`src/rtl/axi_pkg.sv`:
```
// Shared AXI write-side types: burst encodings, response codes and write FSM states.
// Also supplies default address/data widths when the build does not define them.
`ifndef ADDR_WIDTH
`define ADDR_WIDTH 32
`endif
`ifndef DATA_WIDTH
`define DATA_WIDTH 32
`endif

package axi_pkg;

  typedef enum logic [1:0] {
    FIXED = 2'b00,
    INCR  = 2'b01,
    WRAP  = 2'b10,
    RSVD  = 2'b11
  } burst_e;

  localparam logic [1:0] OKAY   = 2'b00;
  localparam logic [1:0] SLVERR = 2'b10;

  typedef enum logic [1:0] {
    IDLE = 2'b00,
    DATA = 2'b01,
    RESP = 2'b10
  } wr_state_e;

endpackage

```
`src/rtl/axi_burst_addr_gen.sv`:
```
// Combinational next-beat address for AXI FIXED/INCR/WRAP bursts.
// Shared between write and read controllers; reserved bursts step like INCR.
module axi_burst_addr_gen
  import axi_pkg::*;
#(
  parameter int ADDR_W = 32
) (
  input  logic [ADDR_W-1:0] addr,
  input  logic [2:0]        size,
  input  logic [3:0]        len,
  input  burst_e            burst,
  output logic [ADDR_W-1:0] next_addr
);

  logic [ADDR_W-1:0] w_bytes;
  logic [ADDR_W-1:0] w_wlen;
  logic [ADDR_W-1:0] w_lower;
  logic [ADDR_W-1:0] w_step;

  always_comb begin
    w_bytes = ADDR_W'(1) << size;
    w_wlen  = (ADDR_W'(len) + ADDR_W'(1)) * w_bytes;
    w_lower = addr & ~(w_wlen - ADDR_W'(1));
    w_step  = addr + w_bytes;
    case (burst)
      FIXED:   next_addr = addr;
      WRAP:    next_addr = (w_step == w_lower + w_wlen) ? w_lower : w_step;
      default: next_addr = (addr & ~(w_bytes - ADDR_W'(1))) + w_bytes;
    endcase
  end

endmodule

```
`src/rtl/axi_wr_slave_ctrl.sv`:
```
// AXI3 slave write controller: one burst at a time (AW, W beats, B), beats go straight to a memory port.
// Defining AXI_WR_PROTO_CHK_EN enables protocol checking that turns bresp into SLVERR.
//
// state | meaning
// IDLE  | awready high, waiting for a write address
// DATA  | accepting W beats, each written to memory in the same cycle
// RESP  | holding bvalid/bid/bresp until bready
module axi_wr_slave_ctrl
  import axi_pkg::*;
#(
  parameter int ADDR_W = `ADDR_WIDTH,
  parameter int DATA_W = `DATA_WIDTH,
  parameter int STRB_W = DATA_W / 8
) (
  input  logic              aclk,
  input  logic              arst,
  input  logic [3:0]        awid,
  input  logic [ADDR_W-1:0] awaddr,
  input  logic [3:0]        awlen,
  input  logic [2:0]        awsize,
  input  logic [1:0]        awburst,
  input  logic              awvalid,
  output logic              awready,
  input  logic [3:0]        wid,
  input  logic [DATA_W-1:0] wdata,
  input  logic [STRB_W-1:0] wstrb,
  input  logic              wlast,
  input  logic              wvalid,
  output logic              wready,
  output logic [3:0]        bid,
  output logic [1:0]        bresp,
  output logic              bvalid,
  input  logic              bready,
  output logic              mem_we,
  output logic [ADDR_W-1:0] mem_addr,
  output logic [DATA_W-1:0] mem_wdata,
  output logic [STRB_W-1:0] mem_wstrb
);

  wr_state_e         r_state, w_state_nxt;
  logic [3:0]        r_awid, r_len, r_cnt;
  logic [2:0]        r_size;
  burst_e            r_burst;
  logic [ADDR_W-1:0] r_addr, w_next_addr;
  logic              w_hs_aw, w_last_beat, w_err;

  assign w_hs_aw     = awvalid && awready;
  assign w_last_beat = wlast || (r_cnt == r_len);
  assign mem_we      = wvalid && wready;
  assign mem_addr    = r_addr;
  assign mem_wdata   = wdata;
  assign mem_wstrb   = wstrb;

  axi_burst_addr_gen #(.ADDR_W(ADDR_W)) u_addr_gen (
    .addr      (r_addr),
    .size      (r_size),
    .len       (r_len),
    .burst     (r_burst),
    .next_addr (w_next_addr)
  );

  always_ff @(posedge aclk or posedge arst) begin
    if (arst) r_state <= IDLE;
    else      r_state <= w_state_nxt;
  end

  always_comb begin
    w_state_nxt = r_state;
    awready     = 1'b0;
    wready      = 1'b0;
    bvalid      = 1'b0;
    bid         = 4'd0;
    bresp       = OKAY;
    case (r_state)
      IDLE: begin
        awready = 1'b1;
        if (awvalid) w_state_nxt = DATA;
      end
      DATA: begin
        wready = 1'b1;
        if (wvalid && w_last_beat) w_state_nxt = RESP;
      end
      RESP: begin
        bvalid = 1'b1;
        bid    = r_awid;
        bresp  = w_err ? SLVERR : OKAY;
        if (bready) w_state_nxt = IDLE;
      end
      default: w_state_nxt = IDLE;
    endcase
  end

  // r_addr always holds the address of the beat about to be accepted
  always_ff @(posedge aclk or posedge arst) begin
    if (arst) begin
      r_awid  <= 4'd0;
      r_len   <= 4'd0;
      r_size  <= 3'd0;
      r_burst <= FIXED;
      r_addr  <= '0;
      r_cnt   <= 4'd0;
    end else if (w_hs_aw) begin
      r_awid  <= awid;
      r_len   <= awlen;
      r_size  <= awsize;
      r_burst <= burst_e'(awburst);
      r_addr  <= awaddr;
      r_cnt   <= 4'd0;
    end else if (mem_we) begin
      r_addr  <= w_next_addr;
      r_cnt   <= r_cnt + 4'd1;
    end
  end

`ifdef AXI_WR_PROTO_CHK_EN
  logic r_err, w_aw_err, w_beat_err;

  assign w_aw_err = (awburst == RSVD) || (awsize > 3'($clog2(STRB_W))) ||
                    ((awburst == WRAP) && !(awlen inside {4'd1, 4'd3, 4'd7, 4'd15}));
  assign w_beat_err = (wlast && (r_cnt < r_len)) || (!wlast && (r_cnt == r_len)) ||
                      (wid != r_awid);

  always_ff @(posedge aclk or posedge arst) begin
    if (arst)                    r_err <= 1'b0;
    else if (w_hs_aw)            r_err <= w_aw_err;
    else if (mem_we && w_beat_err) r_err <= 1'b1;
  end

  assign w_err = r_err;
`else
  logic w_unused_wid;

  assign w_unused_wid = ^wid;
  assign w_err        = 1'b0;
`endif

endmodule

```
`config.mk`:
```
export PLATFORM = sky130hd
export DESIGN_NAME = axi_wr_slave_ctrl
export DESIGN_NICKNAME = d
export VERILOG_FILES = /design/src/rtl/axi_pkg.sv /design/src/rtl/axi_burst_addr_gen.sv /design/src/rtl/axi_wr_slave_ctrl.sv
export SDC_FILE = /design/constraint.sdc
export NUM_CORES = 1
export LEC_CHECK = 0
export ABC_AREA = 1
export CORE_ASPECT_RATIO = 1.4
export CORE_MARGIN = 5
export CORE_UTILIZATION = 40
export DETAILED_ROUTE_END_ITERATION = 16
export PLACE_DENSITY = 0.69
export SETUP_SLACK_MARGIN = 0.2
export SYNTH_ARGS = -nofsm -noshare
export SYNTH_HDL_FRONTEND = slang
export SYNTH_SLANG_ARGS = --single-unit
```
`constraint.sdc`:
```
create_clock -name aclk -period 8.25 [get_ports aclk]
set_clock_uncertainty 0.05 [all_clocks]
set_input_delay 1.2375 -clock aclk [delete_from_list [all_inputs] [get_ports aclk]]
set_output_delay 1.2375 -clock aclk [all_outputs]
set_load 0.05 [all_outputs]
```
==> metrics.cfg, run 1 <==
[worst_hold_path]
holdPathStages=2
whs_endpoint=r_burst[1]
hp-start=r_burst[1]
holdCritPathClass=flop to flop

[floorplan]
die_width_um=141
die_h_um=194
coreArea_um2=23900
start_util=0.405
dieArea_um2=27400
rows=67
io_pins=169

[clock_network]
numCtsBuffers=5
clk_transition_reported_paths_ns=0.07
clk_latency_ns=0.31
htree_levels=2
clock-root-buffer=clkbuf_16
cts_max_path_buffers=2
ctsHoldBuffers=0
cts_tree=built
numClockSinks=51

[placed_design]
hpwlAfterDp_um=26100
routabilityCongestion=0.969
port_buffers=90
pre_cts_ws_ns=0.657

[critical_path]
cp-end-kind=flop
cpMaxStageDelayCell=fa_1
ff2ff_setup_slack_ns=0.76
ff2ff_path_depth=39
arrival_ns=7.69
cp_num_buf_inv=6
reg2reg_from=r_size[0]
critPathMaxStageDelay_ns=0.54
critPathLaunchType=flop
cp.required_ns=8.45
reg2reg_to=mem_addr[19]
crit_top_cell=nand2_1
worstPathMaxFanout=16
crit_family=simple AND/OR/NAND/NOR gates
crit_type=flop to flop

[synth]
yosysUniqueCellTypes=53
synthFlopType=dfrtp_1
synthCells=1685
ys_seq_area_frac=0.132
synth_edf_count=0
yosysWarnings=0
ys_seq_elements=51
async_reset_ff_frac=1.00
syn_area_um2=9670
syn_area_per_cell_um2=5.74

[timing]
worst_pin_slew_ns=1.09
holdWs_ns=0.490
slew_violations=0
setup_slack_ns=0.760
finalHoldViolations=0
finalCriticalPeriod_ns=7.49
maxSlewHeadroom=0.269
fin_crit_sh=0.908
setup_violations=0
grt_setup_unrepaired=no
max_freq_mhz=134
setup-tns-final_ns=0

[finish]
nFillCells=2599
drive_above_1_share=0.0703
antenna_cells=0
fin_nets=1878
area_growth_pct=10.8

[global_routing]
grt.total_usage=0.227
grt_pass1_wl_um=50700
antenna_found_initial=0
gr-total-overflow=0
grt_pass1_vias=10300
grt_max_degree=65

[flow_run]
cap_viol_max_count=0

[pwr]
p_int_mw=1.83
p_clk_frac=0.050
p_switching_mw=3.13
vdd_ir_drop_max_mv=0.194
total_leakage_power_nw=5.68
combinationalPowerShare=0.825
swShare=0.630
power.share.sequential=0.125
p_per_area_nw_per_um2=463

[routing]
drc_errors=0
wl_per_cell_um=15.9
drt_iter0_markers=657
viasPerCell=5.24
vias=10700
dr.pass1.iters=5
ant_nets=0
finalWirelength_um=32300

[outcome]
status=complete, no violations

-- state kept, by name, indices dropped and copies added, names as in the netlist --
name      count
mem_addr     32
r_awid        4
r_burst       2
r_cnt         4
r_len         4
r_size        3
r_state       2
-- layout make-up --
| class | count | area, µm² | area share |
|---|---|---|---|
| Tap cell | 310 | 388 | 0.0362 |
| Clock inverter | 3 | 43.8 | 0.00409 |
| Inverter | 240 | 901 | 0.0841 |
| Multi-Input combinational cell | 1319 | 6970 | 0.651 |
| Timing Repair Buffer | 103 | 1010 | 0.0939 |
| Clock buffer | 5 | 125 | 0.0117 |
| Sequential cell | 51 | 1280 | 0.119 |
-- power by group through the flow --
stage                     Combinational [mW]  Sequential, mW  Clock (mW)
after floorplan                         2.94           0.724           0
after global routing                    4.57           0.624       0.263
after global placement                  3.97           0.610           0
after detailed placement                4.03           0.612           0
final                                   4.09           0.618       0.249
after CTS                               4.05           0.608       0.253
-- worst reg2reg max path, delay by kind of cell, from the launching register on --
family                     cells  cell delay (ns)
AOI/OAI and AO/OA              2             0.32
adders and majority gates      6             2.47
buffers and inverters          6             0.65
DFF                            1             0.46
and+or+nand+nor               25             3.46
-- repair_timing --
| item | 4_1_cts | 5_1_grt |
|---|---|---|
| setup buffers | 0 | 1 |
| gates resized for setup | 0 | 9 |
| setup endpoints to repair | 0 | 32 |
| endpoints found under the hold margin | 0 | 0 |
-- layout by cell type (no fill, tap or decap), types with 21 or more instances in the layout --
| cell | Yosys | routed |
|---|---|---|
| nand2_2 | 29 | 31 |
| a21oi_1 | 43 | 43 |
| nand2_1 | 532 | 530 |
| dfrtp_1 | 51 | 50 |
| o21ai_0 | 44 | 44 |
| ha_1 | 47 | 46 |
| xor2_1 | 37 | 36 |
| clkdlybuf4s50_1 | 0 | 90 |
| nand4_1 | 26 | 26 |
| inv_1 | 225 | 224 |
| nor2_1 | 227 | 223 |
| nor3_1 | 21 | 21 |
| nand3_1 | 186 | 186 |
-- worst max path at each step --
| stage | depth (start not counted) | from | endpoint |
|---|---|---|---|
| 6_report | 39 | r_size[0] | mem_addr[19] |
| 5_1_grt | 41 | r_size[0] | mem_addr[19] |
| 4_1_cts | 39 | r_len[0] | mem_addr[20] |
| 3_5_place_dp | 39 | r_len[0] | mem_addr[20] |
| 3_3_place_gp | 39 | r_len[0] | mem_addr[20] |
| 2_1_floorplan | 41 | r_len[0] | mem_addr[20] |
-- synthesized netlist by cell type (6+ instances only) --
| master | number | area (µm²) |
|---|---|---|
| xnor2_1 | 16 | 140 |
| nand3_1 | 186 | 931 |
| clkbuf_1 | 10 | 37.5 |
| a31oi_1 | 6 | 37.5 |
| xor2_1 | 37 | 324 |
| inv_1 | 225 | 845 |
| o21ai_0 | 44 | 220 |
| dlygate4sd3_1 | 6 | 60.1 |
| ha_1 | 47 | 588 |
| nand4_1 | 26 | 163 |
| dfrtp_1 | 51 | 1280 |
| nand3_2 | 6 | 60.1 |
| fa_1 | 20 | 400 |
| nand2_2 | 29 | 181 |
| inv_2 | 13 | 48.8 |
| nor2_1 | 227 | 852 |
| buf_4 | 50 | 375 |
| nor3_1 | 21 | 105 |
| nor2_2 | 15 | 93.8 |
| nand2_1 | 532 | 2000 |
| a21oi_1 | 43 | 215 |
| nor2_4 | 6 | 67.6 |
-- logic make-up (layout without fill, tap and decap cells) --
family / Yosys count / count (layout) / synth area share
other: 1 / 2 / 0.000388
adder cells (fa/ha/maj): 67 / 67 / 0.102
XOR/XNOR: 58 / 58 / 0.0601
AO/OA/AOI/OAI: 116 / 116 / 0.0670
flip-flops: 51 / 51 / 0.132
buffers and inverters: 317 / 351 / 0.152
AND/OR/NAND/NOR: 1075 / 1076 / 0.487
-- metal layers --
| metal | GRT usage | up-vias | routed length [µm] |
|---|---|---|---|
| met2 | 0.431 | 315 | 16900 |
| met5 | 0 | - | 0 |
| met4 | 0.148 | 0 | 2610 |
| met3 | 0.0207 | 122 | 1150 |
| li1 | - | 5324 | - |
| met1 | 0.233 | 4889 | 11700 |
-- through the flow --
| step | std cells | utilization | area (µm²) | total power [mW] |
|---|---|---|---|---|
| after floorplan | 1686 | - | 9670 | 3.66 |
| after global placement | 2021 | 0.439 | 10500 | 4.58 |
| after detailed placement | 2021 | 0.439 | 10500 | 4.65 |
| after CTS | 2029 | 0.446 | 10700 | 4.91 |
| after global routing | 2031 | 0.448 | 10700 | 5.46 |
| final | 2031 | 0.448 | 10700 | 4.96 |
(Power assumes the default switching activity.)
==> inputs of run 2 (changes only) <==
--- a/config.mk
+++ b/config.mk
@@ -9,6 +9,7 @@
 export CORE_ASPECT_RATIO = 1.4
 export CORE_MARGIN = 5
 export CORE_UTILIZATION = 40
+export CTS_CLUSTER_DIAMETER = 120
 export DETAILED_ROUTE_END_ITERATION = 16
 export PLACE_DENSITY = 0.69
 export SETUP_SLACK_MARGIN = 0.2
==> results of run 2 <==
Final layout, timing and power as in run 1 (identical DEF).
==> inputs of run 3 (changes only) <==
--- a/config.mk
+++ b/config.mk
@@ -9,8 +9,8 @@
 export CORE_ASPECT_RATIO = 1.4
 export CORE_MARGIN = 5
 export CORE_UTILIZATION = 40
-export CTS_CLUSTER_DIAMETER = 120
 export DETAILED_ROUTE_END_ITERATION = 16
+export MAX_ROUTING_LAYER = met4
 export PLACE_DENSITY = 0.69
 export SETUP_SLACK_MARGIN = 0.2
 export SYNTH_ARGS = -nofsm -noshare
==> run 3 against run 2 <==
Sequential power is essentially flat. Critical path depth is the same. Critical endpoint is now mem_addr[24]. Highest routed layer unchanged. Largest cell class unchanged. Via count shrank 0.33%.
==> metrics.cfg, run 3 (synthesis gave the netlist of run 1 again) <==
[routing]
wl_per_cell_um=16.0  ; +0.28%
ant_nets=0  ; unchanged
drc_errors=0  ; unchanged
drt_iter0_markers=605  ; -7.9%
viasPerCell=5.23  ; -0.18%
vias=10600  ; -0.33%
finalWirelength_um=32400  ; +0.14%
dr.pass1.iters=5  ; unchanged

[critical_path]
worstPathMaxFanout=16  ; unchanged
crit_top_cell=nand2_1
crit_start=r_len[0]
critPathLaunchType=flop
cp.required_ns=8.45  ; about the same
ff2ff_path_depth=39  ; unchanged
arrival_ns=7.67  ; -0.02 ns
crit_type=flop to flop
cpMaxStageDelayCell=fa_1
ff2ff_setup_slack_ns=0.78  ; +0.02 ns
critPathMaxStageDelay_ns=0.54  ; about the same
reg2reg_to=mem_addr[24]
cp-end-kind=flop
reg2reg_from=r_len[0]

[floorplan]
die_h_um=194  ; unchanged
rows=67  ; unchanged
coreArea_um2=23900  ; unchanged
die_width_um=141  ; unchanged
dieArea_um2=27400  ; unchanged
io_pins=169  ; unchanged
start_util=0.405  ; unchanged

[finish]
antenna_cells=0  ; unchanged
final_common_cell=nand2_1
final_area_um2=10700  ; -0.28%
fin_nets=1875  ; -0.16%
final_cells=2028  ; -0.15%
nFillCells=2635  ; +1.4%
area_growth_pct=10.5
largest_register_ffs=32  ; unchanged
mostFrequentLayoutCells=nand2_1, inv_1, nor2_1
drive_above_1_share=0.0693  ; -0.00104

[global_routing]
grt.total_usage=0.239  ; +0.0118
antenna_found_initial=0  ; unchanged
grt_pass1_vias=10500  ; +1.9%
grt_max_degree=65  ; unchanged
grt_pass1_wl_um=51600  ; +1.7%
gr-total-overflow=0  ; unchanged

[pwr]
p_per_area_nw_per_um2=462  ; -0.27%
total_leakage_power_nw=5.66  ; -0.44%
vdd_ir_drop_max_mv=0.203  ; +4.7%

[timing]
holdWs_ns=0.467  ; -0.0233 ns
setup_violations=0  ; unchanged
worst_pin_slew_ns=1.11  ; +0.0153 ns
grt_setup_unrepaired=no
maxSlewHeadroom=0.259  ; -0.0102
slew_violations=0  ; unchanged
max_freq_mhz=134  ; +0.23%
finalCriticalPeriod_ns=7.47  ; -0.0169 ns
finalHoldViolations=0  ; unchanged
setup-tns-final_ns=0  ; unchanged
setup_slack_ns=0.777  ; +0.0169 ns
fin_crit_sh=0.906  ; -0.00205

[placed_design]
pre_cts_ws_ns=0.632  ; -0.0242 ns
routabilityCongestion=0.973  ; +0.38%
dp.cells=2019  ; -0.099%
post_dp_cell_area_um2=10500  ; -0.14%
port_buffers=90  ; unchanged
hpwlAfterDp_um=26100  ; +0.30%

[clock_network]
htree_levels=2  ; unchanged
clock-root-buffer=clkbuf_16
clk_transition_reported_paths_ns=0.07  ; about the same
cts_tree=built
numClockSinks=51  ; unchanged
ctsHoldBuffers=0  ; unchanged
clk_latency_ns=0.31  ; about the same
cts_max_path_buffers=2  ; unchanged
numCtsBuffers=5  ; unchanged
post_cts_buffers=0  ; unchanged

[worst_hold_path]
hp-start=r_burst[1]
whs_endpoint=r_burst[1]
holdPathStages=2  ; unchanged
holdCritPathClass=flop to flop

[flow_run]
cap_viol_max_count=0  ; unchanged

[outcome]
status=complete, no violations

run 3: metrics by stage:
step	power, mW	utilization
after floorplan	3.66	-
after global placement	4.59	0.438
after detailed placement	4.64	0.438
after CTS	4.89	0.445
after global routing	5.44	0.447
final	4.93	0.447
run 3: worst max path at each step:
stage / endpoint / slack [ns] / cells after the start
finish: mem_addr[24] / 0.78 / 39
global route: mem_addr[24] / 0.19 / 41
CTS: mem_addr[16] / 0.62 / 39
detailed placement: mem_addr[16] / 0.63 / 39
global placement: mem_addr[29] / 0.73 / 39
floorplan: mem_addr[20] / 1.88 / 41
run 3: layer usage:
layer / GRT usage / part of all wire
met1: 0.235 / 0.35
met2: 0.431 / 0.51
met3: 0.0242 / 0.043
met4: 0.174 / 0.087
met5: - / 0
run 3: what timing repair did:
action | 4_1_cts | 5_1_grt
endpoints found under the hold margin | 0 | 0
gates resized for setup | 0 | 11
endpoints found under the setup margin | 0 | 32
run 3: final cells by class:
class / instances / area (µm²) / share of cell area
clock inverter: 2 / 16.3 / 0.00152
sequential: 51 / 1280 / 0.120
inverter: 240 / 901 / 0.0843
multi-input combinational: 1319 / 6970 / 0.653
clock buffer: 6 / 139 / 0.0130
timing repair buffer: 100 / 987 / 0.0924
tap: 310 / 388 / 0.0363
run 3: critical path, delay by kind of cell (launching register included):
family	cells	cell delay [ns]
xor+xnor	2	0.36
fa+ha+maj	7	2.69
flops	1	0.48
compound gates	1	0.21
buf+inv	6	0.46
simple gates	23	3.13
run 3: power by group:
group | internal [mW] | switching (mW) | total (mW) | leakage, nW
Combinational | 1.32 | 2.76 | 4.09 | 4.94
Sequential | 0.361 | 0.255 | 0.616 | 0.642
Clock | 0.122 | 0.108 | 0.229 | 0.0731
Total | 1.81 | 3.13 | 4.93 | 5.66
